File: config.mk
export PLATFORM = sky130hd
export DESIGN_NAME = stream_arbiter
export DESIGN_NICKNAME = d
export VERILOG_FILES = /design/src/rtl/stream_arbiter.sv
export SDC_FILE = /design/constraint.sdc
export NUM_CORES = 1
export LEC_CHECK = 0
export BUFFER_PORTS_ARGS = -buffer_cell sky130_fd_sc_hd__buf_2
export CORE_MARGIN = 5
export CORE_UTILIZATION = 35
export CTS_CLUSTER_SIZE = 40
export DETAILED_ROUTE_END_ITERATION = 10
export HOLD_SLACK_MARGIN = 0.02
export PLACE_DENSITY_LB_ADDON = 0.15
export SYNTH_ARGS = -nofsm -noshare
export SYNTH_HDL_FRONTEND = slang
export SYNTH_SLANG_ARGS = --single-unit
File: constraint.sdc
create_clock -name clk -period 1.98 [get_ports clk]
set_input_delay 0.198 -clock clk [delete_from_list [all_inputs] [get_ports clk]]
set_output_delay 0.198 -clock clk [all_outputs]
set_load 0.05 [all_outputs]
File: src/rtl/stream_arbiter.sv
// Round-robin valid/ready stream arbiter with one registered output slot.
// Define STREAM_ARB_PACKET_LOCK_EN to hold the grant until the beat with last=1.
module stream_arbiter #(
    parameter int NUM_IN     = 4,
    parameter int DATA_WIDTH = 8,
    parameter int SEL_WIDTH  = $clog2(NUM_IN)
) (
    input  logic                         clk,
    input  logic                         reset_n,
    input  logic [NUM_IN-1:0]            i_valid,
    output logic [NUM_IN-1:0]            i_ready,
    input  logic [NUM_IN*DATA_WIDTH-1:0] i_data,
    input  logic [NUM_IN-1:0]            i_last,
    output logic                         o_valid,
    input  logic                         o_ready,
    output logic [DATA_WIDTH-1:0]        o_data,
    output logic                         o_last,
    output logic [SEL_WIDTH-1:0]         o_sel
);

    typedef enum logic {
        ARB,
        LOCK
    } state_e;

    localparam logic [SEL_WIDTH:0]   NUM_W    = (SEL_WIDTH+1)'(NUM_IN);
    localparam logic [SEL_WIDTH-1:0] LAST_IDX = SEL_WIDTH'(NUM_IN - 1);
    localparam logic [SEL_WIDTH-1:0] SEL_ONE  = SEL_WIDTH'(1);

    state_e                 state_q, state_d;
    logic [SEL_WIDTH-1:0]   rr_ptr_q, rr_ptr_d;
    logic [SEL_WIDTH-1:0]   lock_idx_q, lock_idx_d;
    logic                   o_valid_q, o_valid_d;
    logic [DATA_WIDTH-1:0]  o_data_q, o_data_d;
    logic                   o_last_q, o_last_d;
    logic [SEL_WIDTH-1:0]   o_sel_q, o_sel_d;

    logic                   load_ok;
    logic                   xfer;
    logic                   cand_found;
    logic [SEL_WIDTH-1:0]   cand_idx;
    logic [SEL_WIDTH-1:0]   grant_idx;
    logic [SEL_WIDTH:0]     probe;
    logic [DATA_WIDTH-1:0]  data_arr [NUM_IN];

    // Wraps at NUM_IN, which need not be a power of two.
    function automatic logic [SEL_WIDTH-1:0] wrap_inc(
        input logic [SEL_WIDTH-1:0] idx
    );
        return (idx == LAST_IDX) ? '0 : idx + SEL_ONE;
    endfunction

    always_comb begin
        for (int k = 0; k < NUM_IN; k++) begin
            data_arr[k] = i_data[k*DATA_WIDTH +: DATA_WIDTH];
        end
    end

    // Scan from the far end so the nearest requester to rr_ptr wins.
    always_comb begin
        cand_found = 1'b0;
        cand_idx   = '0;
        probe      = '0;
        for (int i = NUM_IN - 1; i >= 0; i--) begin
            probe = {1'b0, rr_ptr_q} + (SEL_WIDTH+1)'(i);
            if (probe >= NUM_W) begin
                probe = probe - NUM_W;
            end
            if (i_valid[probe[SEL_WIDTH-1:0]]) begin
                cand_found = 1'b1;
                cand_idx   = probe[SEL_WIDTH-1:0];
            end
        end
    end

    always_comb begin
        state_d    = state_q;
        rr_ptr_d   = rr_ptr_q;
        lock_idx_d = lock_idx_q;
        o_valid_d  = o_valid_q;
        o_data_d   = o_data_q;
        o_last_d   = o_last_q;
        o_sel_d    = o_sel_q;
        i_ready    = '0;
        xfer       = 1'b0;
        grant_idx  = cand_idx;
        load_ok    = !o_valid_q || o_ready;

        unique case (state_q)
            ARB: begin
                if (load_ok && cand_found) begin
                    xfer      = 1'b1;
                    grant_idx = cand_idx;
                    rr_ptr_d  = wrap_inc(cand_idx);
`ifdef STREAM_ARB_PACKET_LOCK_EN
                    if (!i_last[cand_idx]) begin
                        state_d    = LOCK;
                        lock_idx_d = cand_idx;
                    end
`endif
                end
            end
            LOCK: begin
                if (load_ok && i_valid[lock_idx_q]) begin
                    xfer      = 1'b1;
                    grant_idx = lock_idx_q;
                    if (i_last[lock_idx_q]) begin
                        state_d  = ARB;
                        rr_ptr_d = wrap_inc(lock_idx_q);
                    end
                end
            end
        endcase

        if (xfer) begin
            i_ready[grant_idx] = reset_n;
            o_valid_d          = 1'b1;
            o_data_d           = data_arr[grant_idx];
            o_last_d           = i_last[grant_idx];
            o_sel_d            = grant_idx;
        end else if (o_ready) begin
            o_valid_d = 1'b0;
            o_data_d  = '0;
            o_last_d  = 1'b0;
            o_sel_d   = '0;
        end
    end

    always_ff @(posedge clk) begin
        if (!reset_n) begin
            state_q    <= ARB;
            rr_ptr_q   <= '0;
            lock_idx_q <= '0;
            o_valid_q  <= 1'b0;
            o_data_q   <= '0;
            o_last_q   <= 1'b0;
            o_sel_q    <= '0;
        end else begin
            state_q    <= state_d;
            rr_ptr_q   <= rr_ptr_d;
            lock_idx_q <= lock_idx_d;
            o_valid_q  <= o_valid_d;
            o_data_q   <= o_data_d;
            o_last_q   <= o_last_d;
            o_sel_q    <= o_sel_d;
        end
    end

    assign o_valid = o_valid_q;
    assign o_data  = o_data_q;
    assign o_last  = o_last_q;
    assign o_sel   = o_sel_q;

    a_ready_onehot: assert property (@(posedge clk) $onehot0(i_ready));

endmodule

==> impl_metrics.csv, run 1 <==
group,metric,value,unit
outcome,run_status,"finished, violations left",
outcome,failed_checks,"setup timing",
logic_synthesis,syn_nets,172,
grt,overflow,0,
grt,first_global_vias,1266,
pwr,power_density,703,nW/um^2
worst_setup_path,worst-setup-path-type,"reg -> out",
sta,setup_violations,2,
die,floorplan.core_area,3080,sq um
die,die_y,66.9,um
sta,post_route_clock_skew,0.00496,ns
drt,drt_first_pass_iters,4,
worst_setup_path,cp_endpoint_kind,"output pin",
sta,hold_violations,0,
logic_synthesis,avgSynthCellArea,8.78,sq um
logic_synthesis,synth_edf_count,0,
worst_setup_path,crit_path_cell_trace,"mux2i_2 > nor2_1 > or4_4 > nor3_4 > buf_6",
die,floorplan.initialDensity,36.8,%
sta,finalWorstPathRequiredPeriod,2.06,ns
logic_synthesis,synth_async_sr_flop_share,0,%
sta,timing.final.crit_share,104,%
logic_synthesis,synthesis.instances,129,
logic_synthesis,post_synth_num_cell_types,46,
die,floorplan.die_area,4470,sq um
worst_setup_path,critPathRequiredTime,1.78,ns
die,die_x,66.9,um
finish,finalNetCount,238,
grt,grt_max_degree,18,
finish,area_growth_syn_to_layout,42.3,%
logic_synthesis,netlist_area,1130,sq um
placed_design,place_hpwl,2.94,mm
drt,finalWirelength,3.83,mm
logic_synthesis,synth-warning-count,0,
finish,layout.filler_cells,331,
drt,detail_route.drc_violations,0,
clocking,cts.hold.buffers_added,0,
placed_design,placed_cell_area,1540,sq um
run,max_cap_viol_count,0,
placed_design,portBuffers,58,
placed_design,placedCellCount,233,
placed_design,gp_routability_congestion,0.819,
drt,num_vias,1269,
grt,globalRouteTotalUtil,17.5,%
worst_setup_path,wp_data_arrival,1.86,ns
die,num_rows,20,
finish,post_route_cells_drive_above_1_share,53.6,%
clocking,clock_insertion_delay_worst_skew,0.29,ns
clocking,clkSlewWorstSetupHoldPaths,0.10,ns
worst_setup_path,crit_path_max_fanout,6,
finish,final_cell_area,1610,sq um
logic_synthesis,synth-seq-cells,15,
worst_setup_path,timing.critical_path.slowest_stage_cell,"or4_4",
drt,wire_per_inst,16.1,um
worst_setup_path,cp-start-kind,"flop",
sta,fmax,486,MHz
clocking,clock_tree.root_cell,"clkbuf_4",
clocking,cts_buffer_depth,2,
finish,post_layout_nonfiller_instances,238,
sta,slew-limit-headroom,55.2,%
pwr,total_power,1.13,mW
hold_path,timing.hold.worst.class,"in -> reg",
pwr,p_leak,0.722,nW
drt,detail_route.iter0.violations,45,
grt,grt_antenna_before_repair,0,
sta,worst_slew_pin_slew,0.670,ns
clocking,tritoncts,"built",
die,design.portCount,59,
sta,timing_max_transition_violations_final,0,
drt,drt_antenna_net_count,0,
worst_setup_path,cp_slowest_stage_delay,0.56,ns
grt,wire_length_of_the_first_global_routing_pass,5.94,mm
pwr,power.ir.vdd_worst,280,uV
logic_synthesis,synth_seq_area_share,26.5,%
logic_synthesis,ys.flop_type,"dfxtp_1",
clocking,tritoncts_num_sinks,15,
drt,viasPerCell,5.33,
sta,unrepaired_setup_endpoints_after_global_routing,"yes",
finish,num_antenna_cells,0,
finish,finalCoreUtilization,52.4,%
sta,final.setup.worst_slack,-0.0784,ns
clocking,cts_max_level,1,
clocking,numCtsBuffers,3,
==> registers in the layout (all words and copies together), names as in the netlist <==
register  cells
rr_ptr_q      2
o_sel         2
o_data        8
o_last        1
o_valid       1
state_q       1
==> through the flow <==
step	hold WS (ns)	setup WS [ns]	TNS (ns)
after floorplan	0.296	0.0156	0
after global placement	0.422	0.159	0
after detailed placement	0.425	0.0895	0
after CTS	0.124	-0.0852	-0.147
after global routing	0.125	-0.183	-0.348
final	0.133	-0.0784	-0.130
==> where the power goes <==
part           total, mW  switching (mW)  internal, mW
combinational      0.579           0.363         0.216
sequential         0.368          0.0260         0.342
clock              0.187           0.112        0.0752
total               1.13           0.500         0.633
==> critical path: cells and delay by family (launching register included) <==
family                 cells  cell delay, ns
DFF                        1            0.39
muxes                      1            0.21
buffers and inverters      1            0.18
and+or+nand+nor            3            0.79
==> layout make-up <==
| type | instances | area, sq um | area share, % |
|---|---|---|---|
| Sequential cell | 15 | 312 | 19.3 |
| Timing Repair Buffer | 69 | 390 | 24.2 |
| Clock buffer | 3 | 22.5 | 1.40 |
| Tap cell | 44 | 55.1 | 3.42 |
| Multi-Input combinational cell | 102 | 798 | 49.5 |
| Inverter | 4 | 28.8 | 1.79 |
| Clock inverter | 1 | 5.00 | 0.311 |
==> final timing paths <==
check             slack (ns)  cells past startpoint         end        start
setup / recovery       -0.08                      5  i_ready[1]  rr_ptr_q[1]
setup reg to reg        0.10                      6   o_data[0]  rr_ptr_q[1]
hold reg to reg         0.44                      2     state_q      state_q
hold / removal          0.13                      2     state_q    i_last[0]
==> placed cells by master, fill, tap and decap left out, drive strengths merged, types with 3 or more instances in the layout <==
master  Yosys  routed
a211oi      9       9
a21oi       4       4
and3       11      11
buf         6      67
clkbuf      2       5
dfxtp      15      15
inv         3       3
nand2       7       7
nand3       9       9
nor2b       4       4
nor3        5       5
o21ai      10      10
o21bai     10      10
o311ai     10      10
==> Yosys cell counts (2+ instances only) <==
library cell,n,share of area [%]
a211oi_2,8,8.8
a21oi_1,4,1.8
and3_1,5,2.8
and3_2,6,4.0
buf_2,3,1.3
buf_4,2,1.3
dfxtp_1,15,27
inv_1,3,0.99
nand2_1,6,2.0
nand2b_1,2,1.1
nand3_1,9,4.0
nor2b_1,4,2.2
nor3_1,4,1.8
o21a_1,2,1.3
o21ai_1,9,4.0
o21bai_1,10,6.6
o311ai_0,8,6.2
==> cells by family after synthesis <==
| logic type | Yosys count | share of synthesized area (%) |
|---|---|---|
| AO/OA/AOI/OAI | 54 | 40.4 |
| buffers and inverters | 12 | 6.96 |
| flip-flops | 15 | 26.5 |
| AND/OR/NAND/NOR | 46 | 24.4 |
| XOR/XNOR | 1 | 0.774 |
| multiplexers | 1 | 0.884 |
==> routing by layer <==
| metal | share of wire, % | global-route usage (%) |
|---|---|---|
| met1 | 42 | 19.9 |
| met2 | 51 | 31.8 |
| met3 | 6.5 | 5.56 |
| met4 | 0.39 | 3.04 |
| met5 | 0 | 0 |
==> what timing repair did <==
item,CTS,global route
endpoints found under the setup margin,3,5
pin swaps,2,0
resized for setup,7,5
buffers inserted,1,0
endpoints found under the hold margin,0,0
Note: power is estimated with default switching activity, not from simulation.
==> inputs of run 2 (changes only) <==
--- a/config.mk
+++ b/config.mk
@@ -6,8 +6,10 @@
 export NUM_CORES = 1
 export LEC_CHECK = 0
 export BUFFER_PORTS_ARGS = -buffer_cell sky130_fd_sc_hd__buf_2
+export CORE_ASPECT_RATIO = 2
 export CORE_MARGIN = 5
 export CORE_UTILIZATION = 35
+export CTS_BUF_LIST = sky130_fd_sc_hd__clkbuf_16
 export CTS_CLUSTER_SIZE = 40
 export DETAILED_ROUTE_END_ITERATION = 10
 export HOLD_SLACK_MARGIN = 0.02
==> run 2 against run 1 <==
Compared with the run above:
- the run now ends clean
- combinational power rose by 1%
- first-iteration DRC count fell by 29%
- flip-flop and latch count did not move
- die area rose by 1.5%
- via count rose by 2.1%
- clock skew fell by 0.0040 ns
- maximum frequency rose by 4.8%
- utilization rose by 0.60 points
- cell area rose by 3.7%
- global-route usage rose by 0.75 points
- hold slack improved by 0.064 ns
- power rose by 20%
- largest cell class unchanged
==> impl_metrics.csv, run 2 (synthesis gave the netlist of run 1 again) <==
group,metric,value,unit
outcome,run_status,"finished clean",
pwr,p_leak,0.766,nW
pwr,power.switching_fraction,38.6,%
grt,grt_max_degree,14,
sta,hold_violations,0,
worst_setup_path,worst-setup-path-type,"reg -> out",
grt,first_global_vias,1380,
placed_design,portBuffers,58,
worst_setup_path,critPathRequiredTime,1.78,ns
worst_setup_path,cp-start-kind,"flop",
clocking,clkSlewWorstSetupHoldPaths,0.05,ns
die,floorplan.die_area,4540,sq um
clocking,cts.hold.buffers_added,0,
die,die_y,90.4,um
sta,setup_violations,0,
die,floorplan.core_area,3160,sq um
clocking,numCtsBuffers,3,
hold_path,timing.hold.worst.class,"in -> reg",
finish,layout.filler_cells,307,
finish,largest_register_ffs,8,
sta,post_route_clock_skew,0.000986,ns
pwr,total_power,1.36,mW
pwr,pwr-share-seq,27.1,%
finish,area_growth_syn_to_layout,47.6,%
die,num_rows,29,
drt,drt_first_pass_iters,4,
placed_design,placedCellCount,220,
pwr,total_switching_power,0.526,mW
clocking,cts_max_level,1,
worst_setup_path,crit_path_max_fanout,7,
placed_design,dp_worst_setup_slack,-0.0909,ns
finish,layout_commonest_cell,"buf_2",
sta,final.setup.worst_slack,0.0161,ns
grt,overflow,0,
drt,detail_route.iter0.violations,32,
clocking,clock_tree.root_cell,"clkbuf_16",
finish,post_layout_nonfiller_instances,228,
finish,num_antenna_cells,0,
grt,globalRouteTotalUtil,18.2,%
die,die_x,50.2,um
finish,post_route_cells_drive_above_1_share,55.3,%
placed_design,place_hpwl,3.29,mm
pwr,cellInternalPower,0.837,mW
sta,unrepaired_setup_endpoints_after_global_routing,"yes",
sta,timing_max_transition_violations_final,0,
drt,detail_route.drc_violations,0,
grt,wire_length_of_the_first_global_routing_pass,6.45,mm
finish,mostFrequentLayoutCells,"55 x buf_2, 14 x buf_4, 12 x dfxtp_1",
finish,finalNetCount,241,
die,design.portCount,59,
grt,grt_antenna_before_repair,0,
die,floorplan.initialDensity,35.9,%
pwr,power.ir.vdd_worst,524,uV
sta,slew-limit-headroom,66.6,%
clocking,cts_buffer_depth,2,
worst_setup_path,wp_data_arrival,1.77,ns
run,max_cap_viol_count,0,
drt,finalWirelength,4.08,mm
sta,worst_slew_pin_slew,0.495,ns
pwr,power_density,815,nW/um^2
sta,finalWorstPathRequiredPeriod,1.96,ns
sta,fmax,509,MHz
drt,num_vias,1296,
placed_design,gp_routability_congestion,0.981,
drt,drt_antenna_net_count,0,
pwr,power.share.clock,29.8,%
clocking,clock_insertion_delay_worst_skew,0.25,ns
clocking,tritoncts_num_sinks,15,
drt,wire_per_inst,17.9,um
sta,setup_total_negative_slack,0,ns
clocking,tritoncts,"built",
worst_setup_path,cp_endpoint_kind,"output pin",
drt,viasPerCell,5.68,
sta,timing.final.crit_share,99.2,%
pwr,comb_power_share,43.1,%
==> run 2: worst paths after layout <==
kind	startpoint	end	slack, ns	cells after the start
setup / recovery	rr_ptr_q[1]	i_ready[3]	0.02	5
hold / removal	i_last[0]	state_q	0.20	2
setup reg to reg	rr_ptr_q[1]	o_data[7]	0.04	7
hold reg to reg	state_q	state_q	0.44	2
==> run 2: power groups by stage <==
stage / combinational, mW / clock (mW) / sequential (mW)
floorplan: 0.285 / 0 / 0.482
global placement: 0.557 / 0 / 0.374
detailed placement: 0.561 / 0 / 0.375
CTS: 0.575 / 0.411 / 0.370
global route: 0.626 / 0.421 / 0.375
finish: 0.587 / 0.406 / 0.370
==> run 2: critical path, stage by stage (launching register included) <==
cell     delay (ns)
dfxtp_4        0.36
or2b_4         0.22
nor2_2         0.04
or4_4          0.57
nor3_4         0.14
buf_6          0.18
==> run 2: area by class of cell <==
class	instances	area [sq um]	share of cell area, %
Inverter	4	28.8	1.72
Clock inverter	1	3.75	0.225
Tap cell	31	38.8	2.32
Sequential cell	15	309	18.5
Timing Repair Buffer	72	410	24.6
Multi-Input combinational cell	102	806	48.2
Clock buffer	3	75.1	4.49
==> run 2: layer usage <==
| metal | vias up | part of all wire [%] | GRT usage, % |
|---|---|---|---|
| li1 | 639 | - | - |
| met5 | - | 0 | 0 |
| met3 | 13 | 6.0 | 3.97 |
| met2 | 48 | 56 | 32.6 |
| met1 | 596 | 34 | 18.2 |
| met4 | 0 | 4.3 | 10.3 |
==> run 2: repair_timing <==
action,in CTS,in global routing
resized for setup,9,5
hold endpoints to repair,0,0
pin swaps,2,2
buffers inserted,1,3
endpoints found under the setup margin,7,8
==> run 2: per-stage QoR <==
step,hold WS [ns],utilization (%),area [sq um]
final,0.197,53.0,1670
after global routing,0.227,53.0,1670
after CTS,0.200,51.8,1640
after detailed placement,0.433,48.1,1520
after global placement,0.425,48.1,1520
after floorplan,0.296,-,1160
==> inputs of run 3 (changes only) <==
--- a/config.mk
+++ b/config.mk
@@ -6,9 +6,8 @@
 export NUM_CORES = 1
 export LEC_CHECK = 0
 export BUFFER_PORTS_ARGS = -buffer_cell sky130_fd_sc_hd__buf_2
-export CORE_ASPECT_RATIO = 2
 export CORE_MARGIN = 5
-export CORE_UTILIZATION = 35
+export CORE_UTILIZATION = 45
 export CTS_BUF_LIST = sky130_fd_sc_hd__clkbuf_16
 export CTS_CLUSTER_SIZE = 40
 export DETAILED_ROUTE_END_ITERATION = 10
==> constraint.sdc (replaced) <==
create_clock -name clk -period 1.98 [get_ports clk]
set_input_delay 0.099 -clock clk [delete_from_list [all_inputs] [get_ports clk]]
set_output_delay 0.099 -clock clk [all_outputs]
set_load 0.05 [all_outputs]
==> run 3 against run 2 <==
Compared with the run above:
- combinational power decreased by 3.6%
- clock power barely moved
- flip-flop and latch count unchanged
- sequential power is essentially flat
- die area decreased by 20%
- routed wire length is 10% lower
- critical endpoint is now i_ready[1]
- largest cell class unchanged
==> impl_metrics.csv, run 3 (synthesis gave the netlist of run 1 again) <==
group,metric,value,unit
finish,mostFrequentLayoutCells,"56 x buf_2, 12 x dfxtp_1, 11 x buf_4",
worst_setup_path,crit_path_cell_trace,"mux2i_1 > nor2_1 > or4_4 > nor3_4 > buf_4",
die,floorplan.core_area,2430,sq um
drt,detail_route.iter0.violations,51,
worst_setup_path,cp_delay_by_family_top,"simple AND/OR/NAND/NOR gates",
sta,timing.final.crit_share,97.2,%
placed_design,place_hpwl,2.78,mm
grt,met3_usage_grt,3.24,%
grt,most_crowded_layer_after_global_routing,"met2",
worst_setup_path,critPathRequiredTime,1.88,ns
pwr,power_density,830,nW/um^2
grt,gr-usage-met1,22.2,%
clocking,cts_buffer_depth,2,
placed_design,portBuffers,58,
drt,num_vias,1300,
placed_design,gp_routability_congestion,0.839,
hold_path,worst_hold_startpoint,"i_last[0]",
worst_setup_path,worst_r2r_path_depth,6,
die,die_x,60.2,um
finish,layout.filler_cells,202,
sta,timing_max_transition_violations_final,0,
pwr,pwr-share-seq,27.6,%
drt,wire_per_inst,16.4,um
drt,detail_route.drc_violations,0,
finish,final-seq-area,304,sq um
sta,hold_violations,0,
worst_setup_path,timing.critical_path.slowest_stage_cell,"or4_4",
placed_design,placedCellCount,216,
finish,area_growth_syn_to_layout,42.7,%
clocking,clock_insertion_delay_worst_skew,0.25,ns
finish,multiInputGateArea,791,sq um
sta,post_route_clock_skew,0.000428,ns
sta,unrepaired_setup_endpoints_after_global_routing,"no",
worst_setup_path,wp_data_arrival,1.83,ns
pwr,cellInternalPower,0.824,mW
worst_setup_path,worst-setup-path-type,"reg -> out",
worst_setup_path,cp-start-kind,"flop",
sta,setup_violations,0,
hold_path,holdPathStages,2,
die,num_rows,18,
worst_setup_path,cp_slowest_stage_delay,0.57,ns
outcome,run_status,"finished clean",
grt,first_global_vias,1413,
pwr,comb_power_share,42.2,%
pwr,p_leak,0.742,nW
die,floorplan.die_area,3620,sq um
grt,globalRouteTotalUtil,20.8,%
finish,final_cell_area,1620,sq um
hold_path,timing.hold.worst.class,"in -> reg",
clocking,numCtsBuffers,3,
sta,slew-limit-headroom,61.0,%
hold_path,whs_endpoint,"state_q",
drt,drt_first_pass_iters,4,
grt,use_met2,38.0,%
die,floorplan.initialDensity,46.6,%
worst_setup_path,critical_path.reg2reg.endpoint,"o_data[0]",
finish,post_route_cells_drive_above_1_share,53.9,%
clocking,tritoncts_num_sinks,15,
finish,finalCoreUtilization,66.4,%
die,die_y,60.2,um
sta,fin_hold_ws,0.0924,ns
grt,grt_antenna_before_repair,0,
pwr,power.ir.vdd_worst,489,uV
sta,worst_slew_pin_slew,0.584,ns
pwr,power.share.clock,30.2,%
clocking,clock_tree.root_cell,"clkbuf_16",
pwr,total_switching_power,0.516,mW
pwr,power.switching_fraction,38.5,%
finish,post_layout_nonfiller_instances,223,
drt,drt_antenna_net_count,0,
pwr,total_power,1.34,mW
drt,viasPerCell,5.83,
worst_setup_path,reg2reg_from,"rr_ptr_q[1]",
sta,fmax,519,MHz
sta,finalWorstPathRequiredPeriod,1.93,ns
clocking,clkSlewWorstSetupHoldPaths,0.05,ns
clocking,cts_max_level,1,
finish,finalNetCount,237,
worst_setup_path,cp_endpoint_kind,"output pin",
worst_setup_path,reg2reg_slack,0.11,ns
worst_setup_path,crit_path_max_fanout,7,
drt,finalWirelength,3.66,mm
grt,grt_max_degree,18,
grt,wire_length_of_the_first_global_routing_pass,5.75,mm
finish,num_antenna_cells,0,
worst_setup_path,crit_buf_inv,1,
placed_design,placed_cell_area,1490,sq um
run,max_cap_viol_count,0,
grt,overflow,0,
clocking,tritoncts,"built",
finish,largest_register_ffs,8,
die,design.portCount,59,
finish,layout_commonest_cell,"buf_2",
clocking,cts.hold.buffers_added,0,
run 3: worst max path at each step:
stage	startpoint	to	slack (ns)	depth (start not counted)
global placement	rr_ptr_q[1]	i_ready[3]	0.15	5
floorplan	o_valid	i_ready[1]	0.08	5
CTS	rr_ptr_q[0]	i_ready[2]	-0.008	5
global route	rr_ptr_q[1]	i_ready[1]	0.004	5
detailed placement	rr_ptr_q[1]	i_ready[3]	0.07	5
finish	rr_ptr_q[1]	i_ready[1]	0.05	5
run 3: layout make-up:
type,count,area share [%]
Timing Repair Buffer,68,23.2
Multi-Input combinational cell,102,49.0
Clock buffer,3,4.65
Clock inverter,1,0.310
Sequential cell,15,18.8
Inverter,4,1.78
Tap cell,30,2.32
run 3: power by group through the flow:
stage	logic, mW	registers (mW)	clock network [mW]
after CTS	0.558	0.368	0.407
after floorplan	0.285	0.482	0
final	0.566	0.369	0.405
after global placement	0.531	0.370	0
after global routing	0.605	0.374	0.425
after detailed placement	0.542	0.374	0
run 3: repair_timing:
| action | in CTS | in global routing |
|---|---|---|
| pin swaps | 2 | 0 |
| setup buffers | 3 | 0 |
| setup endpoints to repair | 3 | 4 |
| resized for setup | 4 | 4 |
run 3: layer usage:
metal,part of all wire [%],routed length [um],up-vias
met3,7.5,273,14
met4,2.6,97,0
met5,0,0,-
met2,51,1850,66
li1,-,-,627
met1,39,1440,593
run 3: metrics by stage:
| step | worst slack, ns | TNS (ns) |
|---|---|---|
| after detailed placement | 0.0741 | 0 |
| after global placement | 0.148 | 0 |
| after floorplan | 0.0817 | 0 |
| after global routing | 0.00397 | 0 |
| after CTS | -0.00792 | -0.00792 |
| final | 0.0547 | 0 |
